### src/rtl/imem_pkg.sv
// Shared types and constants for the instruction-memory boot loader and the instruction memory.
package imem_pkg;

   localparam int unsigned WORD_W     = 32;
   localparam int unsigned IMEM_DEPTH = 256;
   localparam int unsigned LEN_W      = 9;

   typedef enum logic [2:0] {
      IDLE,
      LOAD,
      CHECK,
      RUN,
      ERROR
   } loader_state_t;

   function automatic logic [WORD_W-1:0] word_addr(input logic [WORD_W-1:0] base,
                                                   input logic [7:0] idx);
      return base + {22'b0, idx, 2'b00};
   endfunction

endpackage

### src/rtl/imem_boot_loader_if.sv
// Boot link, instruction-memory write port and core-control signals of the boot loader.
interface imem_boot_loader_if;
   import imem_pkg::*;

   logic                start;
   logic [LEN_W-1:0]    len_words;
   logic                byte_valid;
   logic [7:0]          byte_data;
   logic                byte_ready;
   logic                mem_we;
   logic [WORD_W-1:0]   mem_addr;
   logic [WORD_W-1:0]   mem_wdata;
   logic                core_en;
   logic                busy;
   logic                done;
   logic                err;

   modport master (
      output start, len_words, byte_valid, byte_data,
      input  byte_ready, mem_we, mem_addr, mem_wdata, core_en, busy, done, err
   );

   modport slave (
      input  start, len_words, byte_valid, byte_data,
      output byte_ready, mem_we, mem_addr, mem_wdata, core_en, busy, done, err
   );

endinterface

### src/rtl/byte_packer.sv
// Assembles accepted bytes into little-endian words; word/word_valid describe the word completed
// by the byte accepted this cycle.
module byte_packer
   import imem_pkg::*;
(
   input  logic              clk,
   input  logic              rst,
   input  logic              clear,
   input  logic              in_valid,
   input  logic [7:0]        in_data,
   output logic [WORD_W-1:0] word,
   output logic              word_valid
);

   logic [1:0]  cnt_q;
   logic [23:0] sr_q;

   // Bytes shift in from the top so the first byte lands in bits [7:0] of the final word.
   always_ff @(posedge clk or posedge rst) begin
      if (rst) begin
         cnt_q <= '0;
         sr_q  <= '0;
      end else if (clear) begin
         cnt_q <= '0;
         sr_q  <= '0;
      end else if (in_valid) begin
         cnt_q <= cnt_q + 2'd1;
         sr_q  <= {in_data, sr_q[23:8]};
      end
   end

   always_comb begin
      word       = {in_data, sr_q};
      word_valid = in_valid && (cnt_q == 2'd3);
   end

endmodule

### src/rtl/imem_boot_loader.sv
// Boot loader: streams bytes into instruction memory, then releases the core.
// Optional trailing checksum word enabled by defining IMEM_LOADER_CHECKSUM_EN.
module imem_boot_loader
   import imem_pkg::*;
#(
   parameter int unsigned       DEPTH     = IMEM_DEPTH,
   parameter logic [WORD_W-1:0] BASE_ADDR = 32'h0000_0000
) (
   input  logic               clk,
   input  logic               rst,
   imem_boot_loader_if.slave  bus
);

   loader_state_t     state_q, state_d;
   logic [LEN_W-1:0]  len_q;
   logic [7:0]        idx_q;
   logic              last_q, last_d;
   logic              byte_ready_q, byte_ready_d;
   logic              mem_we_q;
   logic [WORD_W-1:0] mem_addr_q, mem_wdata_q;

   logic              accept, start_ok, len_over, len_zero;
   logic              data_word, final_word;
   logic [WORD_W-1:0] word;
   logic              word_valid;

`ifdef IMEM_LOADER_CHECKSUM_EN
   logic [WORD_W-1:0] sum_q;
   logic              chk_done;
   assign chk_done = word_valid && (state_q == CHECK);
`endif

   assign accept     = bus.byte_valid && byte_ready_q;
   assign start_ok   = bus.start && (state_q inside {IDLE, RUN, ERROR});
   assign len_over   = 32'(bus.len_words) > DEPTH;
   assign len_zero   = (bus.len_words == '0);
   // last_q marks that every data word has been assembled; later words are checksum words.
   assign data_word  = word_valid && (state_q == LOAD) && !last_q;
   assign final_word = data_word && ({1'b0, idx_q} == len_q - LEN_W'(1));

   byte_packer u_byte_packer (
      .clk        (clk),
      .rst        (rst),
      .clear      (start_ok),
      .in_valid   (accept),
      .in_data    (bus.byte_data),
      .word       (word),
      .word_valid (word_valid)
   );

   always_ff @(posedge clk or posedge rst) begin
      if (rst) begin
         state_q <= IDLE;
      end else begin
         state_q <= state_d;
      end
   end

   always_comb begin
      state_d = state_q;
      unique case (state_q)
         IDLE, RUN, ERROR: begin
            if (start_ok) begin
               if (len_over) begin
                  state_d = ERROR;
               end else if (len_zero) begin
`ifdef IMEM_LOADER_CHECKSUM_EN
                  state_d = CHECK;
`else
                  state_d = RUN;
`endif
               end else begin
                  state_d = LOAD;
               end
            end
         end
         LOAD: begin
            if (last_q) begin
`ifdef IMEM_LOADER_CHECKSUM_EN
               state_d = CHECK;
`else
               state_d = RUN;
`endif
            end
         end
`ifdef IMEM_LOADER_CHECKSUM_EN
         CHECK: begin
            if (chk_done) begin
               state_d = (word == sum_q) ? RUN : ERROR;
            end
         end
`endif
         default: state_d = IDLE;
      endcase
   end

   always_comb begin
      last_d = last_q;
      if (start_ok) begin
         last_d = 1'b0;
      end else if (final_word) begin
         last_d = 1'b1;
      end
`ifdef IMEM_LOADER_CHECKSUM_EN
      byte_ready_d = (state_d == LOAD) || (state_d == CHECK);
`else
      byte_ready_d = (state_d == LOAD) && !last_d;
`endif
   end

   always_ff @(posedge clk or posedge rst) begin
      if (rst) begin
         len_q        <= '0;
         idx_q        <= '0;
         last_q       <= 1'b0;
         byte_ready_q <= 1'b0;
         mem_we_q     <= 1'b0;
         mem_addr_q   <= BASE_ADDR;
         mem_wdata_q  <= '0;
`ifdef IMEM_LOADER_CHECKSUM_EN
         sum_q        <= '0;
`endif
      end else begin
         last_q       <= last_d;
         byte_ready_q <= byte_ready_d;
         mem_we_q     <= data_word;
         if (start_ok) begin
            len_q <= bus.len_words;
            idx_q <= '0;
`ifdef IMEM_LOADER_CHECKSUM_EN
            sum_q <= '0;
`endif
         end
         if (data_word) begin
            mem_addr_q  <= word_addr(BASE_ADDR, idx_q);
            mem_wdata_q <= word;
            // Holding on the final word keeps idx_q below DEPTH even for a full-depth load.
            if (!final_word) begin
               idx_q <= idx_q + 8'd1;
            end
`ifdef IMEM_LOADER_CHECKSUM_EN
            sum_q <= sum_q + word;
`endif
         end
      end
   end

   always_comb begin
      bus.byte_ready = byte_ready_q;
      bus.mem_we     = mem_we_q;
      bus.mem_addr   = mem_addr_q;
      bus.mem_wdata  = mem_wdata_q;
      bus.core_en    = (state_q == RUN);
      bus.done       = (state_q == RUN);
      bus.err        = (state_q == ERROR);
      bus.busy       = (state_q == LOAD) || (state_q == CHECK);
   end

endmodule
### src/flat_wrapper.sv
// flat-port wrapper written by rule: the top's interface ports become plain ports
module imem_boot_loader_flat import imem_pkg::*;
#(
   parameter int unsigned       DEPTH     = IMEM_DEPTH,
   parameter logic [WORD_W-1:0] BASE_ADDR = 32'h0000_0000
)
  (clk, rst, bus_start, bus_len_words, bus_byte_valid, bus_byte_data, bus_byte_ready, bus_mem_we, bus_mem_addr, bus_mem_wdata, bus_core_en, bus_busy, bus_done, bus_err);
  imem_boot_loader_if bus_i ();
  input  logic clk;
  input  logic rst;
  input wire logic [$bits(bus_i.start)-1:0] bus_start;
  input wire logic [$bits(bus_i.len_words)-1:0] bus_len_words;
  input wire logic [$bits(bus_i.byte_valid)-1:0] bus_byte_valid;
  input wire logic [$bits(bus_i.byte_data)-1:0] bus_byte_data;
  output wire logic [$bits(bus_i.byte_ready)-1:0] bus_byte_ready;
  output wire logic [$bits(bus_i.mem_we)-1:0] bus_mem_we;
  output wire logic [$bits(bus_i.mem_addr)-1:0] bus_mem_addr;
  output wire logic [$bits(bus_i.mem_wdata)-1:0] bus_mem_wdata;
  output wire logic [$bits(bus_i.core_en)-1:0] bus_core_en;
  output wire logic [$bits(bus_i.busy)-1:0] bus_busy;
  output wire logic [$bits(bus_i.done)-1:0] bus_done;
  output wire logic [$bits(bus_i.err)-1:0] bus_err;
  assign bus_i.start = bus_start;
  assign bus_i.len_words = bus_len_words;
  assign bus_i.byte_valid = bus_byte_valid;
  assign bus_i.byte_data = bus_byte_data;
  assign bus_byte_ready = bus_i.byte_ready;
  assign bus_mem_we = bus_i.mem_we;
  assign bus_mem_addr = bus_i.mem_addr;
  assign bus_mem_wdata = bus_i.mem_wdata;
  assign bus_core_en = bus_i.core_en;
  assign bus_busy = bus_i.busy;
  assign bus_done = bus_i.done;
  assign bus_err = bus_i.err;
  imem_boot_loader #(.DEPTH(DEPTH), .BASE_ADDR(BASE_ADDR)) u_core (.clk(clk), .rst(rst), .bus(bus_i));
endmodule
### config.mk
export PLATFORM = sky130hd
export DESIGN_NAME = imem_boot_loader_flat
export DESIGN_NICKNAME = d
export VERILOG_FILES = /design/src/rtl/imem_pkg.sv /design/src/rtl/imem_boot_loader_if.sv /design/src/rtl/byte_packer.sv /design/src/rtl/imem_boot_loader.sv /design/src/flat_wrapper.sv
export SDC_FILE = /design/constraint.sdc
export NUM_CORES = 1
export LEC_CHECK = 0
export BUFFER_PORTS_ARGS = -buffer_cell sky130_fd_sc_hd__buf_2
export CAP_MARGIN = 20
export CORE_MARGIN = 5
export CORE_UTILIZATION = 55
export DETAILED_ROUTE_END_ITERATION = 6
export HOLD_SLACK_MARGIN = 0.08
export MAX_ROUTING_LAYER = met4
export PLACE_DENSITY = 0.83
export SLEW_MARGIN = 10
export SYNTH_ARGS = -nofsm -noshare
export SYNTH_HDL_FRONTEND = slang
export SYNTH_SLANG_ARGS = --single-unit
export TNS_END_PERCENT = 100
### constraint.sdc
create_clock -name clk -period 7.25 [get_ports clk]
set_clock_uncertainty 0.2 [all_clocks]
set_input_delay 1.45 -clock clk [delete_from_list [all_inputs] [get_ports clk]]
set_output_delay 1.45 -clock clk [all_outputs]
set_load 0.1 [all_outputs]
Yosys cells after proc, flatten, opt, wreduce, memory -nomap -nowiden
Cells that the tools add are included.
- flip-flop bits (word level): 89
- output and inout bits: 70
- word-level logic and storage cells: 50
- input port bits: 21
- reductions and logical operators: 15
- multiplexer cells: 14
- equal/unequal tests: 7
- add/subtract/negate cells: 3
- magnitude comparators: 1
- operators by type and width (kind ; count):
    24-bit two-way mux ; 2
    8-bit two-way mux ; 3
    8-bit by 9-bit == test with 1-bit output ; 1
    9-bit > comparator (second input constant) ; 1
    9-bit zero test ; 1
    3-bit two-way mux ; 3
    9-bit by 1-bit subtractor with 9-bit output (second input constant) ; 1
    8-bit by 1-bit adder with 8-bit output (second input constant) ; 1
    1-bit logical AND ; 7
    3-bit by 1-bit == test with 1-bit output (second input constant) ; 2
    3-bit by 2-bit == test with 1-bit output (second input constant) ; 2
    2-bit two-way mux ; 3
    3-bit case mux with 2 select lines ; 1
    3-bit == test (second input constant) ; 1
    3-bit zero test ; 1
    3-bit nonzero test ; 1
    3-bit OR reduction ; 1
    2-bit by 1-bit adder with 2-bit output (second input constant) ; 1
    2-bit == test (second input constant) ; 1
    1-bit zero test ; 2
    1-bit two-way mux ; 2
    2-bit nonzero test ; 1
    1-bit logical OR ; 1

Depth between registers and ports, before layout
Gate-level depths: netlist (run 1).
- word-level depth: 9
- mapped depth: 9
- gate-level depth less buffers: 8

Cells and area by module
A second synthesis (run 1) with hierarchy kept.
- cells, all modules: 369
- area, all modules: 4211.5 µm²
- by module, submodules not included (module ; cells an instance ; instances ; seq. area each (µm²) ; area an instance (µm²)):
    imem_boot_loader ; 274 ; 1 ; 1576.5 ; 3052.9
    byte_packer ; 95 ; 1 ; 650.6 ; 1158.6

Worst setup path before layout (run 1)
Ideal clock, no wire load.
- path kind: reg-to-output
- from: register u_core.state_q[0]
- to: output bus_done
- setup slack: 3.780 ns
- cell stages (with the launch flop): 4
- data required time: 5.600 ns
- buffers on the path: 1
- arrival time: 1.820 ns
- cell sequence: dfrtp_1 > nor2b_1 > and2_1 > buf_4
- longest elaborated chain between the ends: 1
- ends and longest elaborated chain (what ; RTL line ; text):
    start, declared ; imem_boot_loader.sv:14 ; loader_state_t state_q, state_d;
    start signal, assigned ; imem_boot_loader.sv:55 ; state_q <= state_d;
    3-bit by 2-bit == test with 1-bit output ; n/a ;
    end, declared ; flat_wrapper.sv:21 ; output wire logic [$bits(bus_i.done)-1:0] bus_done;
Every way passes these cells.

Final worst setup path (run 1)
- from: input bus_byte_valid
- to: register u_core.mem_wdata_q[23], in the netlist u_core.bus.mem_wdata[23]
- longest elaborated chain between the ends: 4
- ends and longest elaborated chain (what ; RTL line ; text):
    start, declared ; flat_wrapper.sv:13 ; input wire logic [$bits(bus_i.byte_valid)-1:0] bus_byte_valid;
    1-bit logical AND ; imem_boot_loader.sv:33 ; assign accept = bus.byte_valid && byte_ready_q;
    1-bit logical AND ; byte_packer.sv:34 ; word_valid = in_valid && (cnt_q == 2'd3);
    1-bit logical AND (2 in a row) ; imem_boot_loader.sv:38 ; assign data_word = word_valid && (state_q == LOAD) && !last_q;
    end signal, assigned ; imem_boot_loader.sv:136 ; mem_wdata_q <= word;
    end, declared ; imem_boot_loader.sv:20 ; logic [WORD_W-1:0] mem_addr_q, mem_wdata_q;
Every way passes these cells.
A chain may end at the register's enable or synchronous reset.

==> impl_metrics.csv, run 1 <==
group,metric,value,unit
cts,root_buffer,"clkbuf_8",
sta,finalSetupViolCount,0,
cts,cts_num_sinks,89,
cells_and_area,fillers,660,
cts,post_cts_buffers,0,
synth,ys_warn_count,0,
cts,cts_tree,"built",
floorplan,dieArea,9590,µm²
worst_setup_path,start_kind,"input pin",
sta,setup_tns,0,ns
synth,netlist_area,4250,µm²
synth,synth_cell_types,58,
global_route,antenna_found_initial,0,
sta,final_max_slew_viol_count,0,
synth,synth_edf_count,0,
cts,insertion_delay,0.36,ns
cts,cts_buffer_depth,2,
min_path,hold_class,"flip-flop to flip-flop",
synth,ys_seq_area_frac,0.524,
synth,ys.flop_type,"dfrtp_1",
outcome,run_status,"finished clean",
detailed_routing,vias,3281,
floorplan,row_count,32,
sta,layout_min_cycle_time,3.56,ns
global_route,grt_pass1_wl,15.6,mm
cells_and_area,drive_gt1_frac,0.195,
sta,worst_pin_slew,0.929,ns
worst_setup_path,crit_type,"input pin to flip-flop",
cells_and_area,multi_input_area,1780,µm²
global_route,grt_pass1_vias,3264,
cells_and_area,nNetsFinal,559,
cells_and_area,layout_common_cells,"nand2_1, dfrtp_1, buf_2, a21oi_1, conb_1",
placement,portBuffers,66,
synth,ys_ff_latch,89,
cells_and_area,final_common_cell,"nand2_1",
cts,cts_hold_buf,0,
cells_and_area,register_area,2230,µm²
sta,post-route-period-util,0.491,
worst_setup_path,arrival,3.66,ns
floorplan,die_w,97.9,µm
sta,rsz0062_at_grt,"false",
detailed_routing,wl,8.95,mm
worst_setup_path,worstPathMaxFanout,28,
detailed_routing,vias_per_cell,5.12,
cells_and_area,syn2layout_area_growth,12.3,%
floorplan,boundaryPins,91,
detailed_routing,wire_per_inst,14.0,µm
global_route,grt_use_total,0.201,
cts,cts_made_buffers,9,
job,cap_violations,0,
detailed_routing,ant_nets,0,
worst_setup_path,required,7.35,ns
synth,synthCells,476,
cts,cts.repair.resized,0,
cts,cts.clk_slew.worst_paths,0.09,ns
detailed_routing,first_iter_violations,238,
cts,h-tree-depth,3,
synth,async_flop_share,1.00,
cells_and_area,diodes,0,
global_route,grt-ovfl-total,0,
detailed_routing,drc_errors,0,
global_route,grt_max_degree,90,
worst_setup_path,end_kind,"flip-flop",
sta,hold_viol_final,0,
floorplan,core_area,7650,µm²
sta,maxSlewHeadroom,0.381,
placement,place.gp.congestion,0.859,
sta,max_freq,281,MHz
synth,syn_area_per_cell,8.94,µm²
floorplan,die_height,97.9,µm
floorplan,start_util,0.556,
placement,dp_hpwl,6.09,mm
detailed_routing,drtPass1Iterations,4,
==> cell families (layout without fill, tap and decap cells) <==
| group | Yosys count | after routing | share of synthesized area |
|---|---|---|---|
| other cells | 1 | 24 | 0.000882 |
| fa+ha+maj | 3 | 3 | 0.00882 |
| simple gates | 242 | 242 | 0.243 |
| flops | 89 | 89 | 0.524 |
| compound gates | 70 | 70 | 0.111 |
| mux | 5 | 5 | 0.0118 |
| xor+xnor | 11 | 11 | 0.0226 |
| buf+inv | 55 | 95 | 0.0788 |
==> synth_stat cells, drive strengths merged, types with 2 or more instances <==
cell type,number,share of area
a211oi,2,0.0047
a21oi,29,0.034
a31o,2,0.0041
and2,6,0.0088
and2b,2,0.0041
and3,4,0.0065
and3b,2,0.0044
buf,31,0.053
clkbuf,16,0.019
dfrtp,89,0.52
ha,3,0.0088
inv,8,0.0071
mux2i,5,0.012
nand2,197,0.17
nand2b,2,0.0029
nand3,3,0.0035
nor2,9,0.0079
nor2b,4,0.0059
nor3,3,0.0047
nor4,3,0.0079
o2111ai,2,0.0041
o211ai,5,0.012
o21ai,13,0.018
o221ai,2,0.0041
o22ai,2,0.0029
o31a,2,0.0041
or2,2,0.0029
xnor2,4,0.0082
xor2,7,0.014
==> critical path: stages <==
cell and delay [ns]:
buf_2 0.08, and2_1 0.73, nand4_1 0.21, inv_1 0.56, buf_4 0.41, nand2_1 0.11
nand2_1 0.07
==> per-layer routing <==
metal	up-vias	global-route usage	share of wire
met3	14	0.0293	0.050
met2	90	0.305	0.47
met4	0	0.0628	0.016
met5	-	-	0
li1	1629	-	-
met1	1548	0.281	0.47
==> per-stage QoR <==
step / instances / hold slack, ns / util / setup slack (ns) / instance area (µm²)
CTS: 639 / 0.279 / 0.620 / 3.71 / 4740
detailed placement: 624 / 0.257 / 0.592 / 3.35 / 4520
finish: 641 / 0.274 / 0.625 / 3.69 / 4780
global route: 641 / 0.310 / 0.625 / 3.45 / 4780
global placement: 624 / 0.250 / 0.592 / 3.42 / 4520
floorplan: 499 / 0.239 / - / 3.29 / 4340
==> sequential cells by signal, indices dropped and copies added, names as in the netlist, 2 cells and up <==
signal and count:
u_core.bus.mem_addr 8, u_core.state_q 3, u_core.bus.mem_wdata 32, u_core.u_byte_packer.sr_q 24, u_core.idx_q 8, u_core.u_byte_packer.cnt_q 2
u_core.len_q 9
==> cell type report <==
type	count	share of cell area
inverters	8	0.00655
repair buffers	72	0.0828
flip-flops and latches	89	0.466
clock buffers	9	0.0259
clock inverters	6	0.0194
multi-input cells	355	0.372
well taps	102	0.0267
==> final timing paths <==
kind                                                          startpoint                              endpoint  slack [ns]  cells past startpoint
worst max-delay path                                      bus_byte_valid  u_core.bus.mem_wdata[23]$_DFFE_PP0P_        3.69                      7
worst min-delay path            u_core.u_byte_packer.sr_q[4]$_DFFE_PP0P_   u_core.bus.mem_wdata[4]$_DFFE_PP0P_        0.27                      2
worst max register to register           u_core.bus.byte_ready$_DFF_PP0_  u_core.bus.mem_wdata[23]$_DFFE_PP0P_        4.41                      6
worst min register to register  u_core.u_byte_packer.sr_q[4]$_DFFE_PP0P_   u_core.bus.mem_wdata[4]$_DFFE_PP0P_        0.27                      2
max in group asynchronous                                            rst           u_core.state_q[1]$_DFF_PP0_        5.33                      4
min in group asynchronous                                            rst    u_core.bus.mem_addr[4]$_DFFE_PP0P_        0.90                      3
Power of run 1 is not shown: default switching activity piles up to over one toggle a cycle in this logic, so the estimate is an artifact.
==> inputs of run 2 (changes only) <==
--- a/config.mk
+++ b/config.mk
@@ -8,11 +8,11 @@
 export BUFFER_PORTS_ARGS = -buffer_cell sky130_fd_sc_hd__buf_2
 export CAP_MARGIN = 20
 export CORE_MARGIN = 5
-export CORE_UTILIZATION = 55
+export CORE_UTILIZATION = 49
 export DETAILED_ROUTE_END_ITERATION = 6
 export HOLD_SLACK_MARGIN = 0.08
 export MAX_ROUTING_LAYER = met4
-export PLACE_DENSITY = 0.83
+export PLACE_DENSITY = 0.79
 export SLEW_MARGIN = 10
 export SYNTH_ARGS = -nofsm -noshare
 export SYNTH_HDL_FRONTEND = slang
==> constraint.sdc (replaced) <==
create_clock -name clk -period 3.05 [get_ports clk]
set_clock_uncertainty 0.2 [all_clocks]
set_input_delay 0.61 -clock clk [delete_from_list [all_inputs] [get_ports clk]]
set_output_delay 0.61 -clock clk [all_outputs]
set_load 0.1 [all_outputs]
==> run 2 against run 1 <==
Sequential share of layout area increased by 0.13 points. Critical path type is now flip-flop to flip-flop. Die area increased by 11%. First-iteration DRC count decreased by 46%. Cell count increased by 1.6%. Largest cell class unchanged.
==> impl_metrics.csv, run 2 (synthesized netlist as in run 1, its figures left out) <==
group,metric,value,unit
detailed_routing,drc_errors,0,
floorplan,die_height,103,µm
worst_setup_path,regToRegStartpoint,"u_core.len_q[0]$_DFFE_PP0P_",
detailed_routing,vias,3251,
cts,cts.clk_slew.worst_paths,0.10,ns
cells_and_area,largest_register_ffs,32,
sta,setup_tns,0,ns
floorplan,die_w,103,µm
cts,post_cts_buffers,0,
detailed_routing,wire_per_inst,13.5,µm
cts,cts_num_sinks,89,
floorplan,start_util,0.495,
worst_setup_path,end_kind,"flip-flop",
cells_and_area,register_area,2230,µm²
global_route,grt_use_total,0.173,
cells_and_area,final_common_cell,"nand2_1",
worst_setup_path,reg2reg_depth,7,
detailed_routing,first_iter_violations,129,
global_route,grt_max_degree,43,
cells_and_area,multi_input_area,1780,µm²
worst_setup_path,reg2reg_to,"u_core.idx_q[3]$_DFF_PP0_",
detailed_routing,drtPass1Iterations,4,
sta,maxSlewHeadroom,0.461,
sta,finalSetupViolCount,0,
cells_and_area,drive_gt1_frac,0.199,
cells_and_area,nNetsFinal,562,
sta,max_freq,387,MHz
cells_and_area,syn2layout_area_growth,11.9,%
outcome,run_status,"finished clean",
worst_setup_path,arrival,2.65,ns
cts,cts.repair.resized,0,
global_route,grt-ovfl-total,0,
floorplan,boundaryPins,91,
worst_setup_path,start_kind,"flip-flop",
worst_setup_path,required,3.11,ns
cts,cts_buffer_depth,2,
worst_setup_path,ff2ff_setup_slack,0.47,ns
placement,dp_hpwl,6.31,mm
detailed_routing,wl,8.76,mm
floorplan,dieArea,10600,µm²
detailed_routing,ant_nets,0,
placement,portBuffers,66,
cells_and_area,layout_common_cells,"nand2_1, dfrtp_1, buf_2, a21oi_1, conb_1",
cts,root_buffer,"clkbuf_8",
global_route,grt_pass1_wl,14.3,mm
worst_setup_path,crit_chain,"inv_1 > ha_1 > and2b_2 > o31a_1 > a221o_2 > o211ai_2 > mux2i_1",
placement,place.gp.congestion,0.771,
worst_setup_path,crit_type,"flip-flop to flip-flop",
min_path,hold_class,"input pin to async pin",
floorplan,row_count,34,
job,cap_violations,0,
cts,cts_hold_buf,0,
worst_setup_path,worstPathMaxFanout,9,
cts,h-tree-depth,3,
cts,insertion_delay,0.35,ns
cts,cts_tree,"built",
sta,layout_min_cycle_time,2.58,ns
sta,final_max_slew_viol_count,0,
worst_setup_path,slowest_delay,0.50,ns
cts,cts_made_buffers,9,
sta,hold_viol_final,0,
cells_and_area,fillers,822,
floorplan,core_area,8590,µm²
sta,rsz0062_at_grt,"false",
worst_setup_path,slowest_stage,"a221o_2",
global_route,grt_pass1_vias,3035,
global_route,antenna_found_initial,0,
sta,worst_pin_slew,0.806,ns
cells_and_area,diodes,0,
sta,post-route-period-util,0.848,
detailed_routing,vias_per_cell,4.99,
## run 2: stage by stage
stage / instances / utilization / hold slack (ns) / instance area (µm²) / setup WS [ns]
finish: 651 / 0.554 / 0.183 / 4760 / 0.465
global route: 651 / 0.554 / 0.228 / 4760 / 0.316
CTS: 651 / 0.554 / 0.189 / 4760 / 0.457
global placement: 635 / 0.533 / 0.254 / 4580 / 0.568
detailed placement: 635 / 0.533 / 0.257 / 4580 / 0.482
floorplan: 499 / - / 0.239 / 4340 / 0.399
## run 2: area by class of cell
| cell class | count | area share |
|---|---|---|
| well taps | 108 | 0.0284 |
| repair buffers | 75 | 0.0862 |
| clock inverters | 6 | 0.0105 |
| flip-flops and latches | 89 | 0.468 |
| clock buffers | 10 | 0.0268 |
| multi-input cells | 355 | 0.373 |
| inverters | 8 | 0.00709 |
## run 2: worst max-delay path by stage
stage / start / to / slack, ns / cells past startpoint
after global routing: u_core.len_q[0]$_DFFE_PP0P_ / u_core.idx_q[3]$_DFF_PP0_ / 0.32 / 8
after CTS: u_core.len_q[0]$_DFFE_PP0P_ / u_core.idx_q[3]$_DFF_PP0_ / 0.46 / 7
after floorplan: u_core.bus.byte_ready$_DFF_PP0_ / u_core.bus.mem_wdata[21]$_DFFE_PP0P_ / 0.40 / 8
after global placement: u_core.len_q[0]$_DFFE_PP0P_ / u_core.idx_q[4]$_DFF_PP0_ / 0.57 / 7
final: u_core.len_q[0]$_DFFE_PP0P_ / u_core.idx_q[3]$_DFF_PP0_ / 0.47 / 7
after detailed placement: u_core.len_q[0]$_DFFE_PP0P_ / u_core.idx_q[3]$_DFF_PP0_ / 0.48 / 7
## run 2: metal layers
layer  vias to the layer above  track usage  part of all wire
li1                       1631            -                 -
met1                      1521        0.255              0.48
met2                        91        0.250              0.45
met3                         8       0.0268             0.058
met4                         0       0.0508             0.013
met5                         -            -                 0
## run 2: worst max-delay path: cells and delay by family (launching register included)
kind	cells	cell delay, ns
buf+inv	1	0.11
flops	1	0.45
compound gates	3	0.97
fa+ha+maj	1	0.30
mux	1	0.21
simple gates	1	0.26
Power of run 2 is left out for the same reason.
